**src/rtl/game_dumper_if.sv**
```systemverilog
// Bus bundle for game_dumper: SDRAM read port plus the outgoing byte stream.
// Stream handshake: a byte moves on any clk edge where out_valid && out_ready;
// once out_valid is high it stays high with out_data unchanged until that edge.
interface game_dumper_if;
  logic [21:0] mem_addr;
  logic        mem_rd;
  logic [7:0]  mem_rdata;
  logic        mem_rdata_valid;
  logic [7:0]  out_data;
  logic        out_valid;
  logic        out_ready;

  modport master (
    output mem_addr, mem_rd, out_data, out_valid,
    input  mem_rdata, mem_rdata_valid, out_ready
  );

  modport slave (
    input  mem_addr, mem_rd, out_data, out_valid,
    output mem_rdata, mem_rdata_valid, out_ready
  );
endinterface

```
**src/rtl/game_dumper.sv**
```systemverilog
// Streams a loaded game back out of SDRAM as an iNES image:
// regenerated 16-byte header, then PRG bytes, then CHR bytes.
// One SDRAM read is outstanding at a time; each byte is read, sent, then the
// next read is issued.
module game_dumper #(
  parameter logic [21:0] CHR_BASE = 22'h200000,
  parameter logic [21:0] PRG_BASE = 22'h000000
) (
  input  logic                 clk,
  input  logic                 reset,
  input  logic                 start_i,
  input  logic [31:0]          mapper_flags_i,
  input  logic [7:0]           prg_banks_i,
  input  logic [7:0]           chr_banks_i,
  game_dumper_if.master        bus,
  output logic                 busy_o,
  output logic                 done_o,
  output logic                 error_o,
  output logic [2:0]           state_o
);

  typedef enum logic [2:0] {
    S_IDLE = 3'd0,
    S_HDR  = 3'd1,
    S_REQ  = 3'd2,
    S_WAIT = 3'd3,
    S_SEND = 3'd4,
    S_DONE = 3'd5,
    S_ERR  = 3'd6
  } state_t;

  state_t      state_q, state_d;
  logic [3:0]  idx_q, idx_d;
  logic        chr_sec_q, chr_sec_d;
  logic [21:0] addr_q, addr_d;
  logic [21:0] left_q, left_d;
  logic [7:0]  data_q, data_d;
  logic        done_q, done_d;
  logic        err_q, err_d;
  logic [31:0] flags_q, flags_d;
  logic [7:0]  prg_q, prg_d;
  logic [7:0]  chr_q, chr_d;

  logic [7:0]  chr_n;
  logic [7:0]  hdr_byte;
  logic [21:0] prg_count;
  logic [21:0] chr_count;

  // CHR RAM carts have no CHR image to dump.
  assign chr_n     = flags_q[15] ? 8'd0 : chr_q;
  assign prg_count = {prg_q, 14'b0};
  assign chr_count = {1'b0, chr_n, 13'b0};

  // Header byte selected by the current header index.
  always_comb begin
    hdr_byte = 8'h00;
    case (idx_q)
      4'd0: hdr_byte = 8'h4E;
      4'd1: hdr_byte = 8'h45;
      4'd2: hdr_byte = 8'h53;
      4'd3: hdr_byte = 8'h1A;
      4'd4: hdr_byte = prg_q;
      4'd5: hdr_byte = chr_n;
      4'd6: hdr_byte = {flags_q[3:0], 3'b000, flags_q[14]};
      4'd7: hdr_byte = {flags_q[7:4], 4'b0000};
      default: hdr_byte = 8'h00;
    endcase
  end

  // Next-state and datapath updates for the dump sequencer.
  always_comb begin
    state_d   = state_q;
    idx_d     = idx_q;
    chr_sec_d = chr_sec_q;
    addr_d    = addr_q;
    left_d    = left_q;
    data_d    = data_q;
    done_d    = done_q;
    err_d     = err_q;
    flags_d   = flags_q;
    prg_d     = prg_q;
    chr_d     = chr_q;
    case (state_q)
      S_IDLE, S_DONE, S_ERR: begin
        if (start_i) begin
          done_d  = 1'b0;
          err_d   = 1'b0;
          flags_d = mapper_flags_i;
          prg_d   = prg_banks_i;
          chr_d   = chr_banks_i;
          idx_d   = 4'd0;
          if (prg_banks_i == 8'd0) begin
            state_d = S_ERR;
            err_d   = 1'b1;
          end else begin
            state_d = S_HDR;
          end
        end
      end
      S_HDR: begin
        if (bus.out_ready) begin
          idx_d = idx_q + 4'd1;
          if (idx_q == 4'd15) begin
            state_d   = S_REQ;
            chr_sec_d = 1'b0;
            addr_d    = PRG_BASE;
            left_d    = prg_count;
          end
        end
      end
      S_REQ: state_d = S_WAIT;
      S_WAIT: begin
        if (bus.mem_rdata_valid) begin
          data_d  = bus.mem_rdata;
          state_d = S_SEND;
        end
      end
      S_SEND: begin
        if (bus.out_ready) begin
          addr_d = addr_q + 22'd1;
          left_d = left_q - 22'd1;
          if (left_q > 22'd1) begin
            state_d = S_REQ;
          end else if (!chr_sec_q && (chr_n != 8'd0)) begin
            chr_sec_d = 1'b1;
            addr_d    = CHR_BASE;
            left_d    = chr_count;
            state_d   = S_REQ;
          end else begin
            state_d = S_DONE;
            done_d  = 1'b1;
          end
        end
      end
      default: state_d = S_IDLE;
    endcase
  end

  // State and datapath registers with synchronous active-low reset.
  always_ff @(posedge clk) begin
    if (!reset) begin
      state_q   <= S_IDLE;
      idx_q     <= 4'd0;
      chr_sec_q <= 1'b0;
      addr_q    <= 22'd0;
      left_q    <= 22'd0;
      data_q    <= 8'd0;
      done_q    <= 1'b0;
      err_q     <= 1'b0;
      flags_q   <= 32'd0;
      prg_q     <= 8'd0;
      chr_q     <= 8'd0;
    end else begin
      state_q   <= state_d;
      idx_q     <= idx_d;
      chr_sec_q <= chr_sec_d;
      addr_q    <= addr_d;
      left_q    <= left_d;
      data_q    <= data_d;
      done_q    <= done_d;
      err_q     <= err_d;
      flags_q   <= flags_d;
      prg_q     <= prg_d;
      chr_q     <= chr_d;
    end
  end

  assign bus.mem_addr  = addr_q;
  assign bus.mem_rd    = (state_q == S_REQ);
  assign bus.out_valid = (state_q == S_HDR) || (state_q == S_SEND);
  assign bus.out_data  = (state_q == S_HDR) ? hdr_byte : data_q;
  assign busy_o        = (state_q == S_HDR) || (state_q == S_REQ) ||
                         (state_q == S_WAIT) || (state_q == S_SEND);
  assign done_o        = done_q;
  assign error_o       = err_q;
  assign state_o       = state_q;

endmodule

```
**src/flat_wrapper.sv**
```systemverilog
// flat-port wrapper written by rule: the top's interface ports become plain ports
module game_dumper_flat 
#(
  parameter logic [21:0] CHR_BASE = 22'h200000,
  parameter logic [21:0] PRG_BASE = 22'h000000
)
  (clk, reset, start_i, mapper_flags_i, prg_banks_i, chr_banks_i, busy_o, done_o, error_o, state_o, bus_mem_addr, bus_mem_rd, bus_out_data, bus_out_valid, bus_mem_rdata, bus_mem_rdata_valid, bus_out_ready);
  game_dumper_if bus_i ();
  input  logic clk;
  input  logic reset;
  input  logic start_i;
  input  logic [31:0] mapper_flags_i;
  input  logic [7:0] prg_banks_i;
  input  logic [7:0] chr_banks_i;
  output logic busy_o;
  output logic done_o;
  output logic error_o;
  output logic [2:0] state_o;
  output wire logic [$bits(bus_i.mem_addr)-1:0] bus_mem_addr;
  output wire logic [$bits(bus_i.mem_rd)-1:0] bus_mem_rd;
  output wire logic [$bits(bus_i.out_data)-1:0] bus_out_data;
  output wire logic [$bits(bus_i.out_valid)-1:0] bus_out_valid;
  input wire logic [$bits(bus_i.mem_rdata)-1:0] bus_mem_rdata;
  input wire logic [$bits(bus_i.mem_rdata_valid)-1:0] bus_mem_rdata_valid;
  input wire logic [$bits(bus_i.out_ready)-1:0] bus_out_ready;
  assign bus_mem_addr = bus_i.mem_addr;
  assign bus_mem_rd = bus_i.mem_rd;
  assign bus_out_data = bus_i.out_data;
  assign bus_out_valid = bus_i.out_valid;
  assign bus_i.mem_rdata = bus_mem_rdata;
  assign bus_i.mem_rdata_valid = bus_mem_rdata_valid;
  assign bus_i.out_ready = bus_out_ready;
  game_dumper #(.CHR_BASE(CHR_BASE), .PRG_BASE(PRG_BASE)) u_core (.clk(clk), .reset(reset), .start_i(start_i), .mapper_flags_i(mapper_flags_i), .prg_banks_i(prg_banks_i), .chr_banks_i(chr_banks_i), .bus(bus_i), .busy_o(busy_o), .done_o(done_o), .error_o(error_o), .state_o(state_o));
endmodule
```
**config.mk**
```make
export PLATFORM = sky130hd
export DESIGN_NAME = game_dumper_flat
export DESIGN_NICKNAME = d
export VERILOG_FILES = /design/src/rtl/game_dumper_if.sv /design/src/rtl/game_dumper.sv /design/src/flat_wrapper.sv
export SDC_FILE = /design/constraint.sdc
export NUM_CORES = 1
export LEC_CHECK = 0
export BUFFER_PORTS_ARGS = -buffer_cell sky130_fd_sc_hd__buf_4
export CORE_ASPECT_RATIO = 0.5
export CORE_MARGIN = 4
export CORE_UTILIZATION = 51
export CTS_CLUSTER_DIAMETER = 40
export DETAILED_ROUTE_END_ITERATION = 7
export HOLD_SLACK_MARGIN = 0.15
export PLACE_DENSITY_LB_ADDON = 0.3
export SYNTH_ARGS = -nofsm -noshare
export SYNTH_HDL_FRONTEND = slang
export SYNTH_SLANG_ARGS = --single-unit
```
**constraint.sdc**
```tcl
create_clock -name clk -period 4.3 [get_ports clk]
set_clock_uncertainty 0.2 [all_clocks]
set_input_delay 0.86 -clock clk [delete_from_list [all_inputs] [get_ports clk]]
set_output_delay 0.86 -clock clk [all_outputs]
set_load 0.01 [all_outputs]
```
==> flow_results.org <==
** Worst setup path
- The endpoint identified for the worst register-to-register timing path is u_core.bus.mem_addr[13]$_SDFFE_PN0P_.
- Cells on worst reg2reg path :: 6
- Kind of capture point of the worst setup path :: output port
- Data arrives at the worst endpoint at 2.48 ns.
- The cell family contributing the most delay on the critical path is simple AND/OR/NAND/NOR gates.
- Type of element launching the critical path :: register
- The number of buffers and inverters on the critical path is 1.
- Data required time of the critical path :: 3.24 ns
- In this run the critical register-to-register path is launched from u_core.left_q[14]$_SDFFE_PN0P_.
- Worst R2R Setup Slack :: 1.11 ns
- Biggest fanout along the worst timing path :: 16
- On the critical path, the stage with the largest delay is an instance of or3b_2.
- List of cells traversed by the critical path :: or3b_2 > or3_1 > a31oi_1 > a21o_1 > buf_4
- Crit path largest cell delay :: 0.68 ns
- Start point of the critical path :: u_core.state_o[1]$_SDFFE_PN0P_
- Worst Path Class, Setup :: register to output port

** Pwr
- Worst IR drop on VDD :: 284 uV
- Net switching is 39.4% of the power.
- The clock network is responsible for 26.3% of the overall power.
- Areal power density over the cells :: 593 nW/um2
- Sequential cell fraction of total power :: 31.0%
- Cell internal pwr :: 2.04 mW
- Net Sw Power :: 1.33 mW
- For this design the static power due to leakage is 2.15 nW.
- Final Power :: 3.38 mW
- Combinational logic burns 42.7% of the power.

** Floorplanning
- Initial Utilization :: 53.4%
- Total die area :: 11000 um2
- Chip height :: 76.2 um
- Total core area :: 8890 um2
- The die is 144 um wide.
- Boundary Pins :: 99
- Placement row count :: 24

** Synth
- After technology mapping, the gate count stands at 618.
- Synth Warn # :: 0
- Synthesis inferred 88 register bits.
- Post-synthesis cell type with the largest combined area :: dfxtp_1
- Net count of the mapped netlist :: 686
- The most used flip-flop cell after synthesis is dfxtp_1.
- In the post-synthesis netlist, the biggest area contributors are dfxtp_1, nand2_1, a21oi_1.
- The synthesized design contains 0 enable-type register cells.
- Average instance area after synthesis :: 7.68 um2
- Of the synthesized area, sequential elements account for 37.1%.
- Number of distinct library cells after synthesis :: 59
- Post-synthesis instance area :: 4740 um2
- Asr flop ratio synth :: 0%
- Synth top area share :: 37.1%

** Finish
- Layout area overhead :: 20.0%
- Of the cells placed in the final design, the portion with a size suffix greater than 1 is 15.9%.
- Final layout net count :: 739
- 0 antenna diodes ended up in the layout.
- After routing the design area is 5690 um2.

** Worst hold path
- For hold timing, the worst endpoint is u_core.flags_q[4]$_SDFFE_PN0P_.
- Hold path start :: u_core.flags_q[4]$_SDFFE_PN0P_
- Type of the tightest min-delay check :: register to register
- Hold Crit Depth :: 2

** Routing
- For this run, design rule violations remaining after detail routing come to 0.
- Number of design-rule violations left by the first detailed-router iteration :: 427
- The first detailed-routing pass ran for 7 iterations.
- Across all layers, the routed design uses 4851 vias.
- Detailed-route wire length per cell :: 16.4 um
- Dividing the detail-routed via count by the number of cells gives 6.13.
- The count of nets left with antenna violations once routing finished came out at 0.
- Total Wirelength :: 13000 um

** Placed design
- Post-Place Worst Slack :: 1.14 ns
- Placed inst area :: 5360 um2
- I/O Buffers :: 76
- DP Wirelength :: 8950 um
- The congestion estimate from routability-driven global placement came to 0.878.

** CTS
- The H-tree was split into 3 levels.
- For this design, the CTS-stage hold fixing added 0 buffers.
- Maximum clock path buffer count :: 2
- Clock latency on the worst-skew pair, taken at its later pin, is 0.34 ns.
- TritonCTS built the clock tree.
- Sink Count :: 88
- Post-cts repair resize count :: 0
- Total CTS buffers :: 9
- Number of setup buffers added after CTS :: 0
- After clock tree synthesis, the clock-pin slew on the worst setup and hold paths is 0.06 ns.
- Master cell of the clock root buffer :: clkbuf_16

** STA
- The worst pin sits at a relative slew slack of 29.8%.
- At the pin with the least slew margin, the transition time is 1.05 ns.
- For this run, the top clock speed supported by timing is 283 MHz.
- Adding up every negative setup slack in the final design gives 0 ns.
- The total count of hold-check failures in the final report is 0.
- Final period demand of the worst path :: 3.54 ns
- Count of final setup violators :: 0
- Fin worst setup slack :: 0.761 ns
- Max-slew violation count :: 0
- Share of the clock period used by the worst path :: 82.3%
- Setup repair after global routing left no endpoint under its margin.

** GRT
- Entering global routing, the biggest net connects 43 pins.
- The first global-routing pass estimated 21800 um of wire.
- The initial antenna violation count came to 0.
- The number of global-route vias before repair was 4495.
- For this run the aggregate overflow at the end of global routing stands at 0.
- In the global route stage, overall resource usage came out at 23.9%.

** Job
- Max-cap violation count :: 0

** Outcome
- The run finished with clean final reports.
sequential cells by signal, summed over array words and instances, names as in the netlist:
| signal | flops |
|---|---|
| u_core.prg_q | 8 |
| u_core.state_o | 3 |
| u_core.flags_q | 10 |
| u_core.chr_q | 8 |
| u_core.idx_q | 4 |
| u_core.left_q | 22 |
| u_core.done_o | 1 |
| u_core.data_q | 8 |
| u_core.error_o | 1 |
| u_core.chr_sec_q | 1 |
| u_core.bus.mem_addr | 22 |
through the flow:
stage	util [%]	hold slack [ns]	cells
floorplan	-	0.231	618
global placement	60.2	0.245	777
detailed placement	60.2	0.246	777
CTS	64.0	0.255	792
global route	64.0	0.276	792
finish	64.0	0.255	792
power by group through the flow:
stage	Sequential (mW)	Combinational [mW]	Clock, mW
finish	1.05	1.44	0.888
global route	1.06	1.61	0.928
CTS	1.04	1.43	0.899
detailed placement	1.06	1.42	0
global placement	1.05	1.40	0
floorplan	1.02	1.11	0
placed cells by master, fill, tap and decap left out, drive strengths merged, types with 4 or more instances in the layout:
master  count
a211oi     10
a21oi      59
a31oi       8
and2        6
and3       10
buf        83
clkbuf     12
dfxtp      88
ha          7
inv        13
mux2i       4
nand2     104
nand2b      8
nand3      23
nand3b      5
nand4      21
nor2       27
nor2b       7
nor3       37
nor4       14
o211ai      7
o21a        4
o21ai      22
or3        15
or4         8
xnor2      12
xor2       19
worst max-delay path by stage:
| stage | cells past startpoint | slack, ns | to |
|---|---|---|---|
| after floorplan | 5 | 1.34 | bus_out_data[0] |
| after global placement | 5 | 1.13 | bus_out_data[6] |
| after detailed placement | 5 | 1.14 | bus_out_data[6] |
| after CTS | 5 | 0.77 | bus_out_data[6] |
| after global routing | 5 | 0.55 | bus_out_data[3] |
| final | 5 | 0.76 | bus_out_data[6] |
final cells by class:
cell class / count / area, um2
clock buffers: 12 / 246
clock inverters: 3 / 90.1
fillers: 813 / 3200
inverters: 13 / 48.8
multi-input cells: 476 / 2780
flip-flops and latches: 88 / 1760
well taps: 117 / 146
repair buffers: 83 / 623
cells in the mapped netlist, drive strengths merged, types with 3 or more instances:
master and number:
a31oi 8, o21ai 22, dfxtp 88, or4 8, and3 10, or3 15, nor4 14, clkbuf 35
o21a 4, a311oi 3, nand3 23, ha 7, nor3b 3, nor2b 7, nand2b 8, nand2 104
nor3 37, a222oi 3, mux2i 4, a21oi 59, nor2 27, and2 6, inv 13, nand4 21
xnor2 12, nand3b 5, xor2 19, o211ai 7, buf 6, a211oi 10, a32oi 3
cells by family after synthesis:
kind of cell	after synthesis	share of synthesized area [%]
mux	6	1.32
xor+xnor	31	5.72
fa+ha+maj	7	1.85
flops	88	37.1
buf+inv	54	4.51
compound gates	139	18.2
simple gates	293	31.3
worst min-delay path, stage by stage (launching register included):
cell and delay (ns):
dfxtp_1 0.31, nand2_1 0.05, a21oi_1 0.05
per-layer routing:
layer,track usage [%],up-vias,wire (um)
met3,5.33,19,931
met4,5.77,0,155
li1,-,2340,-
met1,33.7,2305,5980
met5,0,-,0
met2,37.0,187,5940
Power figures use the tool's default switching activity.
